File: src/rtl/fetch_unit.sv
// Instruction fetch stage in front of the 8x8 combinational ROM.
// Holds the PC, captures ROM bytes into an instruction register and hands
// them to decode over a valid/ready handshake. Supports jump redirect with
// flush, level-sensitive halt and a delivered-instruction counter.
//
// state | meaning
// ------+----------------------------------------------------------
// IDLE  | first cycle after reset; no fetch, jump may preload pc
// RUN   | fetching one instruction per cycle whenever the slot is free
// HALT  | fetch stopped; held instruction may still be consumed
module fetch_unit (
    input  logic       clk,
    input  logic       rst,
    output logic [2:0] rom_addr,
    input  logic [7:0] rom_data,
    input  logic       jump_en,
    input  logic [2:0] jump_addr,
    input  logic       halt,
    output logic [7:0] instr,
    output logic [2:0] instr_pc,
    output logic       instr_valid,
    input  logic       instr_ready,
    output logic       wrap,
    output logic [7:0] fetch_count
);

    typedef enum logic [1:0] {IDLE, RUN, HALT} state_t;

    state_t     state;
    state_t     state_nxt;
    logic [2:0] pc;
    logic       slot_free;
    logic       handshake;
    logic       do_fetch;
    logic       do_jump;
    logic       do_drop;

    assign rom_addr  = pc;
    assign slot_free = !instr_valid || instr_ready;
    assign handshake = instr_valid && instr_ready;

    // State register.
    always_ff @(posedge clk or posedge rst) begin
        if (rst) state <= IDLE;
        else     state <= state_nxt;
    end

    // Next state and per-cycle action select; jump outranks halt and fetch.
    always_comb begin
        state_nxt = state;
        do_fetch  = 1'b0;
        do_jump   = 1'b0;
        do_drop   = 1'b0;
        case (state)
            IDLE: begin
                state_nxt = RUN;
                do_jump   = jump_en;
            end
            RUN: begin
                if (halt) state_nxt = HALT;
                if (jump_en)        do_jump  = 1'b1;
                else if (halt)      do_drop  = handshake;
                else if (slot_free) do_fetch = 1'b1;
            end
            HALT: begin
                if (!halt) state_nxt = RUN;
                if (jump_en) do_jump = 1'b1;
                else         do_drop = handshake;
            end
            default: state_nxt = IDLE;
        endcase
    end

    // Datapath: pc, instruction register, wrap pulse and handshake counter.
    always_ff @(posedge clk or posedge rst) begin
        if (rst) begin
            pc          <= 3'd0;
            instr       <= 8'd0;
            instr_pc    <= 3'd0;
            instr_valid <= 1'b0;
            wrap        <= 1'b0;
            fetch_count <= 8'd0;
        end else begin
            wrap <= do_fetch && (pc == 3'd7);
            if (handshake) fetch_count <= fetch_count + 8'd1;
            if (do_jump) begin
                // The flush also drops an instruction stalled by decode.
                pc          <= jump_addr;
                instr_valid <= 1'b0;
            end else if (do_fetch) begin
                instr       <= rom_data;
                instr_pc    <= pc;
                instr_valid <= 1'b1;
                pc          <= pc + 3'd1;
            end else if (do_drop) begin
                instr_valid <= 1'b0;
            end
        end
    end

endmodule
File: config.mk
export PLATFORM = sky130hd
export DESIGN_NAME = fetch_unit
export DESIGN_NICKNAME = d
export VERILOG_FILES = /design/src/rtl/fetch_unit.sv
export SDC_FILE = /design/constraint.sdc
export NUM_CORES = 1
export LEC_CHECK = 0
export CORE_MARGIN = 4
export CORE_UTILIZATION = 50
export CTS_BUF_LIST = sky130_fd_sc_hd__clkbuf_8
export DETAILED_ROUTE_END_ITERATION = 10
export PLACE_DENSITY = 0.9
export SLEW_MARGIN = 20
export SYNTH_ARGS = -nofsm -noshare
export SYNTH_HDL_FRONTEND = slang
export SYNTH_SLANG_ARGS = --single-unit
File: constraint.sdc
create_clock -name clk -period 2.65 [get_ports clk]
set_input_delay 0.265 -clock clk [delete_from_list [all_inputs] [get_ports clk]]
set_output_delay 0.265 -clock clk [all_outputs]
set_load 0.02 [all_outputs]
* Yosys cells after proc, flatten, opt, wreduce, memory -nomap -nowiden
Index checks and enable logic that the tools add are counted.
W data, S select, Z words.
** Cells by class
- Bitwise gates (word level) :: 1
- Equality and inequality tests :: 5
- Reduce and logical (&&, ||, !) cells :: 10
- Multiplexer cells :: 18
- $add $sub $neg :: 2
** Operators by type and width (number)
- $mux W1 :: 11
- $add A8 B1 Y8 const B :: 1
- $mux W3 :: 2
- $pmux W2 S3 :: 1
- $mux W2 :: 2
- $ne A2 B2 Y1 const B :: 2
- $pmux W1 S2 :: 2
- $reduce_and A2 Y1 :: 2
- $add A3 B1 Y3 const B :: 1
- $eq A3 B3 Y1 const B :: 1
- $reduce_bool A3 Y1 :: 1
- $eq A2 B1 Y1 const B :: 1
- $eq A2 B2 Y1 const B :: 1
- $logic_and A1 B1 Y1 :: 2
- $logic_not A2 Y1 :: 1
- $reduce_bool A2 Y1 :: 1
- $reduce_or A2 Y1 :: 1
- $logic_not A1 Y1 :: 1
- $logic_or A1 B1 Y1 :: 1
- $not A1 Y1 :: 1
** Word-level totals
- Input port bits :: 16
- Output and inout bits :: 24
- Word-level logic and storage cells :: 43
- Flip-flop bits (word level) :: 26

* Logic depth before layout (Yosys ltp)
- Depth in word-level cells :: 8
- Gate-level depth with buffers :: 6
- Gate-level depth less buffers :: 5

* Worst setup path before layout
Ideal clock, no wire load.
- Kind :: register to register
- From :: reg state[1]
- To :: reg instr[0]
- Path slack :: 982 ps
- Clock period less this slack :: 1668 ps
- Data arrival time :: 1543 ps
- Library setup time :: 125 ps
- Cell stages (with the launch flop) :: 7
- Data required time :: 2525 ps
- Path buffers :: 1
- Path through :: dfrtp_1 > inv_1 > ha_1 > nor3b_4 > and2_4 > buf_12 > mux2_2
** Between the ends
- Longest elaborated chain between the ends :: 5
- Elaborated cells on any way between the ends :: 8
- Those cells by class :: eq/ne: 2; mux: 2; bitwise: 1; reduce/logical: 3
** RTL lines
- start, declared :: RTL line 29 : state_t state;
- start signal, assigned :: RTL line 45 : else state <= state_nxt;
- $eq A2 B2 Y1 or $eq A2 B1 Y1 (tied branches) :: RTL line 54 : case (state)
- $reduce_or A2 Y1 (no source line)
- $pmux W1 S2 :: RTL line 54
- $not A1 Y1 (no source line)
- $reduce_and A2 Y1 (no source line) (*)
- end signal, assigned :: RTL line 91 : instr <= rom_data;
- end, declared :: RTL line 19 : output logic [7:0] instr,
Every way passes the cells marked *; elsewhere a longest branch is shown, timed or not.
A chain may end at the register's enable or synchronous reset.

* Worst setup path in the final report
- From :: reg state[1]
- To :: reg instr[3]
The elaborated chain is that of the path after synthesis.

==> run_results.csv <==
group,metric,value,unit
worst_setup_path,crit_path_start_kind,"flip-flop",
power_and_ir_drop,p_leak,0.759,nW
timing,max_slew.worst_pin.slew,0.305,ns
worst_setup_path,crit_family,"simple AND/OR/NAND/NOR gates",
logic_synthesis,async_flop_share,100,%
worst_setup_path,crit_chain,"inv_1 > ha_1 > nor3b_4 > and2_4 > mux2_2",
route,wl_per_cell,15.3,um
place,place_ws,0.794,ns
logic_synthesis,synthCells,94,
timing,relSlewSlack,79.4,%
die,die_area,3290,um2
layout,syn_to_final_growth,39.8,%
logic_synthesis,ys_seq_area_share,53.5,%
logic_synthesis,synthTopCellsByCount,"dfrtp_1, mux2_2, ha_1",
worst_setup_path,cp.arrival,1.98,ns
die,rows,17,
worst_setup_path,worstPathMaxFanout,13,
logic_synthesis,synthMostInstantiatedCell,"dfrtp_1",
timing,worst_slack,0.830,ns
timing,rsz0062_at_grt,"false",
layout,seqCellArea,651,um2
die,initial_core_util,53.9,%
clock_network,clkTransAtPathRegs,0.09,ns
grt,track_usage,16.8,%
clock_network,numClockSinks,26,
die,dieWidth,57.3,um
clock_network,root_buffer,"clkbuf_8",
run_status,status,"finished, final reports clean",
logic_synthesis,synth_edf_count,0,
power_and_ir_drop,vdd_drop_max,0.714,mV
timing,slew_viol_final,0,
layout,drive_above_1_share,17.5,%
die,core_area,2250,um2
logic_synthesis,syn-num-nets,117,
min_path,hp-class,"input pin to asynchronous set/reset pin",
worst_setup_path,worst_path_max_delay_cell,"dfrtp_1",
job,maxCapViolations,0,
route,first_iter_violations,11,
worst_setup_path,critical_path.max_stage_delay,0.44,ns
logic_synthesis,netlist_area,1220,um2
grt,grt_pass1_wl,4260,um
clock_network,clk_latency,0.27,ns
timing,finalHoldViolCount,0,
clock_network,cts_made_buffers,3,
logic_synthesis,synth_cell_types,27,
worst_setup_path,path_buf_inv,1,
worst_setup_path,cp.required,2.81,ns
place,dp_hpwl,2000,um
grt,met3_usage,2.71,%
grt,antenna_found_initial,0,
die,die_h,57.3,um
grt,grt_max_degree,27,
logic_synthesis,yosys.area.top_type,"dfrtp_1",
place,io_buffer_count,39,
grt,first_global_vias,944,
timing,fmax,550,MHz
worst_setup_path,path_class,"flip-flop to flip-flop",
layout,multi_input_area,527,um2
logic_synthesis,synth.avg_cell_area,12.9,um2
route,drtPass1Iterations,4,
timing,skew,0.00184,ns
layout,n_antenna_cell,0,
layout,num-fill-cells,172,
route,final_antenna_net_count,0,
grt,busiest_layer,"met2",
worst_setup_path,end_kind,"flip-flop",
grt,grt.met2_usage,31.2,%
timing,fin_crit,1.82,ns
grt,grt.overflow.total,0,
logic_synthesis,ys_top_cells_by_area,"dfrtp_1, mux2_2, ha_1",
clock_network,cts_resized,0,
clock_network,cts-hold-fix-buffers,0,
power_and_ir_drop,power-per-cell-area,1120,nW/um2
route,vias_per_cell,5.38,
logic_synthesis,yosys.area.top_type_share,53.5,%
layout,fin_nets,161,
clock_network,cts_tree,"built",
logic_synthesis,yosysWarningCount,0,
timing,setup_violations,0,
route,via_count,887,
clock_network,post_cts_buffers,0,
logic_synthesis,synth-seq-cells,26,
route,drc,0,
clock_network,cts_buffer_depth,2,
timing,min_period_over_period,68.7,%
route,wirelength,2520,um
logic_synthesis,ys.flop_type,"dfrtp_1",
timing,setup_tns,0,ns
grt,gr-usage-met1,18.8,%
place,gp_congestion,0.763,
clock_network,h-tree-depth,1,
die,ios,40,
==> registers in the layout, indices dropped and copies added (netlist names) <==
signal,cells
instr_pc,3
fetch_count,8
instr,8
state,2
rom_addr,3
instr_valid,1
wrap,1
==> cells by family after synthesis <==
| group | Yosys count | share of synthesized area (%) |
|---|---|---|
| flip-flops | 26 | 53.5 |
| AND/OR/NAND/NOR | 25 | 12.6 |
| buffers and inverters | 6 | 3.19 |
| multiplexers | 13 | 12.0 |
| AO/OA/AOI/OAI | 10 | 6.48 |
| adder cells (fa/ha/maj) | 7 | 7.20 |
| XOR/XNOR | 7 | 5.04 |
==> worst min-delay path, delay by kind of cell <==
family | cells | cell delay [ns]
buffers and inverters | 3 | 0.77
==> through the flow <==
stage               total power, mW  hold WS (ns)  cells  instance area (um2)  utilization [%]
floorplan                      1.19         0.305     94                 1220                -
global placement               1.56         0.456    161                 1630             72.3
detailed placement             1.61         0.463    161                 1630             72.3
CTS                            1.93         0.357    165                 1700             75.4
global route                   2.03         0.391    165                 1700             75.4
finish                         1.91         0.352    165                 1700             75.4
==> where the power goes <==
part	switching, mW	total, mW	internal, mW
logic	0.414	0.893	0.479
registers	0.141	0.698	0.557
clock network	0.120	0.322	0.202
total	0.675	1.91	1.24
==> final timing paths <==
kind	cells past startpoint	slack (ns)	start	endpoint
setup / recovery	5	0.83	state[1]$_DFFE_PP0P_	instr[3]$_DFFE_PP0P_
hold / removal	3	0.35	rst	fetch_count[6]$_DFFE_PP0N_
setup reg to reg	5	0.83	state[1]$_DFFE_PP0P_	instr[3]$_DFFE_PP0P_
hold reg to reg	1	0.48	fetch_count[7]$_DFFE_PP0N_	fetch_count[7]$_DFFE_PP0N_
max in group asynchronous	3	2.06	rst	instr[7]$_DFFE_PP0P_
min in group clk	1	0.48	fetch_count[7]$_DFFE_PP0N_	fetch_count[7]$_DFFE_PP0N_
==> cells in the final DEF, fill, tap and decap left out, types with 2 or more instances in the layout <==
cell type / instances
dfrtp_1: 26
mux2_2: 13
ha_1: 7
nor2_1: 4
a211oi_1: 2
clkdlybuf4s50_1: 39
and2_1: 2
a21oi_1: 3
nand3_1: 3
a221o_1: 2
xnor2_1: 4
nand2_1: 6
xor2_1: 3
clkbuf_8: 3
inv_1: 5
==> metal layers <==
metal	share of wire, %	vias to the layer above
met3	4.2	4
met2	56	25
met4	1.7	0
met5	0	-
met1	38	442
li1	-	416
==> layout make-up <==
cell class                 count  share of cell area (%)
clock buffer                   3                    2.43
multi-input combinational     62                    31.0
inverter                       5                    1.10
timing repair buffer          40                    23.4
tap                           28                    2.06
clock inverter                 1                    1.77
sequential                    26                    38.3
(Power assumes the default switching activity.)
==> RTL edit: new RTL, same settings <==
Encoding of `state_t`: now one-hot (3 bits for 3 states).
--- a/src/rtl/fetch_unit.sv
+++ b/src/rtl/fetch_unit.sv
@@ -24,7 +24,7 @@
     output logic [7:0] fetch_count
 );
 
-    typedef enum logic [1:0] {IDLE, RUN, HALT} state_t;
+    typedef enum logic [2:0] {IDLE = 3'b001, RUN = 3'b010, HALT = 3'b100} state_t;
 
     state_t     state;
     state_t     state_nxt;
Function: same outputs for any inputs over 10 cycles, from zero or initial values and one cycle with rst high; not proved beyond that.
==> RTL edit against the original RTL <==
- first-iteration DRC count decreased by 55%
- area after synthesis shrank 5.5%
- non-clock buffer count up 2
- worst hold slack gained 0.0072 ns
- critical path depth is the same
- routed wire length down 18%
- register-to-register slack improved by 0.05 ns
- sequential share of layout area rose by 3.2 points
- die area is 4.7% lower
- count of clock-buffer cells in the layout unchanged
- final area fell by 4.0%
- worst setup slack improved by 0.038 ns
- power down 11%
- sequential cell count grew 1
==> RTL edit: results (changes against the original RTL) <==
status finished, final reports clean (unchanged); largest fanout on the critical path 5 (was 13); DR pass1 iterations 4 (unchanged); Main synth FF type dfrtp_1 (unchanged); measured slew at the worst slew-check pin 0.3670 ns (was 0.3046 ns); layout filler cell count 142 (was 172); Cell variety after synth 23 (was 27); cts bufs inserted 3 (unchanged); biggest regs fetch_count: 8 flops, instr: 8 flops (unchanged); CTS Hold Bufs 0 (unchanged); placed instance area 1587 µm² (was 1629 µm²); Seq/Total Area, Yosys 58.87% (was 53.50%); drt wl/cell 13.26 µm (was 15.28 µm); Setup Skew 0.002575 ns (was 0.001843 ns); initial antenna violation count 0 (unchanged); syn nets 102 (was 117); post-detail-place hpwl 1673 µm (was 2002 µm); Layout Nets 148 (was 161); gpl congestion 0.7672 (was 0.7628); gr usage total 13.84% (was 16.77%); clk_lat worst skew 0.26 ns; vias in the first global route 805 (was 944); async set or reset register ratio after synthesis 100.0% (unchanged); I/O Buffers 39 (unchanged); DRT iter0 DRCs 5 (was 11); Yosys warnings 0 (unchanged); CP arrival 1.93 ns (was 1.98 ns); share of cells above drive strength 1 16.41% (was 17.52%); post-cts sizing count 0 (unchanged); Clock transition at path regs 0.08 ns; hold crit path type input port to async pin (unchanged); Vias/cell 5.051 (was 5.376); Longest Clk Path Bufs 2 (unchanged); H-tree depth 1 (unchanged); clk root buf clkbuf_8 (unchanged); worst-case vdd ir drop 0.0007852 V (was 0.0007139 V); top post-synthesis cells by area dfrtp_1, mux2_2, mux2_1 (was dfrtp_1, mux2_2, ha_1); Via Count 788 (was 887); Antenna Cells 0 (unchanged); Commonest cells post-synth dfrtp_1, mux2_2, nand3_1 (was dfrtp_1, mux2_2, ha_1); largest net degree at the start of global routing 28 (was 27); Lkg Pwr 0.7208 nW (was 0.7595 nW); Setup Buffers After CTS 0 (unchanged); Mean Syn Cell Area 13.85 µm² (was 12.94 µm²); first-pass GRT wire length 3505 µm (was 4264 µm)
RTL edit: stage by stage:
| step | worst slack [ns] | hold slack, ns |
|---|---|---|
| finish | 0.8685 | 0.3597 |
| global route | 0.7827 | 0.4094 |
| detailed placement | 0.5932 | 0.4619 |
| CTS | 0.8762 | 0.3690 |
| global placement | 0.6438 | 0.4623 |
| floorplan | 0.7862 | 0.3170 |
RTL edit: worst paths after layout:
| check | to | cells after the start | slack (ns) | start |
|---|---|---|---|---|
| setup / recovery | rom_addr[1]$_DFFE_PP0P_ | 5 | 0.87 | instr_ready |
| hold / removal | instr[3]$_DFFE_PP0P_ | 3 | 0.36 | rst |
| setup reg to reg | rom_addr[1]$_DFFE_PP0P_ | 4 | 0.88 | instr_valid$_DFFE_PP0P_ |
| hold reg to reg | fetch_count[7]$_DFFE_PP0N_ | 1 | 0.47 | fetch_count[7]$_DFFE_PP0N_ |
| max in group asynchronous | state[0]$_DFFE_PP1P_ | 3 | 1.99 | rst |
| min in group clk | fetch_count[7]$_DFFE_PP0N_ | 1 | 0.47 | fetch_count[7]$_DFFE_PP0N_ |
RTL edit: critical path, cell delays in order:
cell	delay, ns
clkdlybuf4s50_1	0.54
nor2b_1	0.09
nor4b_4	0.38
mux2_1	0.37
mux2_1	0.29
RTL edit: layer usage:
metal	vias to the layer above	routed length, µm	global-route usage (%)
met2	28	1016	24.66
li1	375	-	-
met1	383	895	16.72
met5	-	0	0
met4	0	16	4.068
met3	2	140	3.016
RTL edit: layout make-up:
cell class | instances | area, µm² | share of cell area [%]
well taps | 28 | 35.03 | 2.147
clock buffers | 3 | 41.29 | 2.531
repair buffers | 42 | 412.9 | 25.31
flip-flops and latches | 27 | 676.9 | 41.49
inverters | 2 | 7.507 | 0.4601
clock inverters | 1 | 3.754 | 0.2301
multi-input cells | 53 | 454.2 | 27.84
RTL edit: power breakdown:
| part | internal [mW] | switching [mW] | total [mW] |
|---|---|---|---|
| logic | 0.431 | 0.363 | 0.794 |
| registers | 0.577 | 0.116 | 0.693 |
| clock network | 0.104 | 0.116 | 0.220 |
RTL edit: kinds of logic after synthesis:
logic type	synth area share (%)
simple gates	10.77
compound gates	2.719
flops	58.87
buf+inv	1.632
xor+xnor	6.094
mux	16.65
fa+ha+maj	3.265
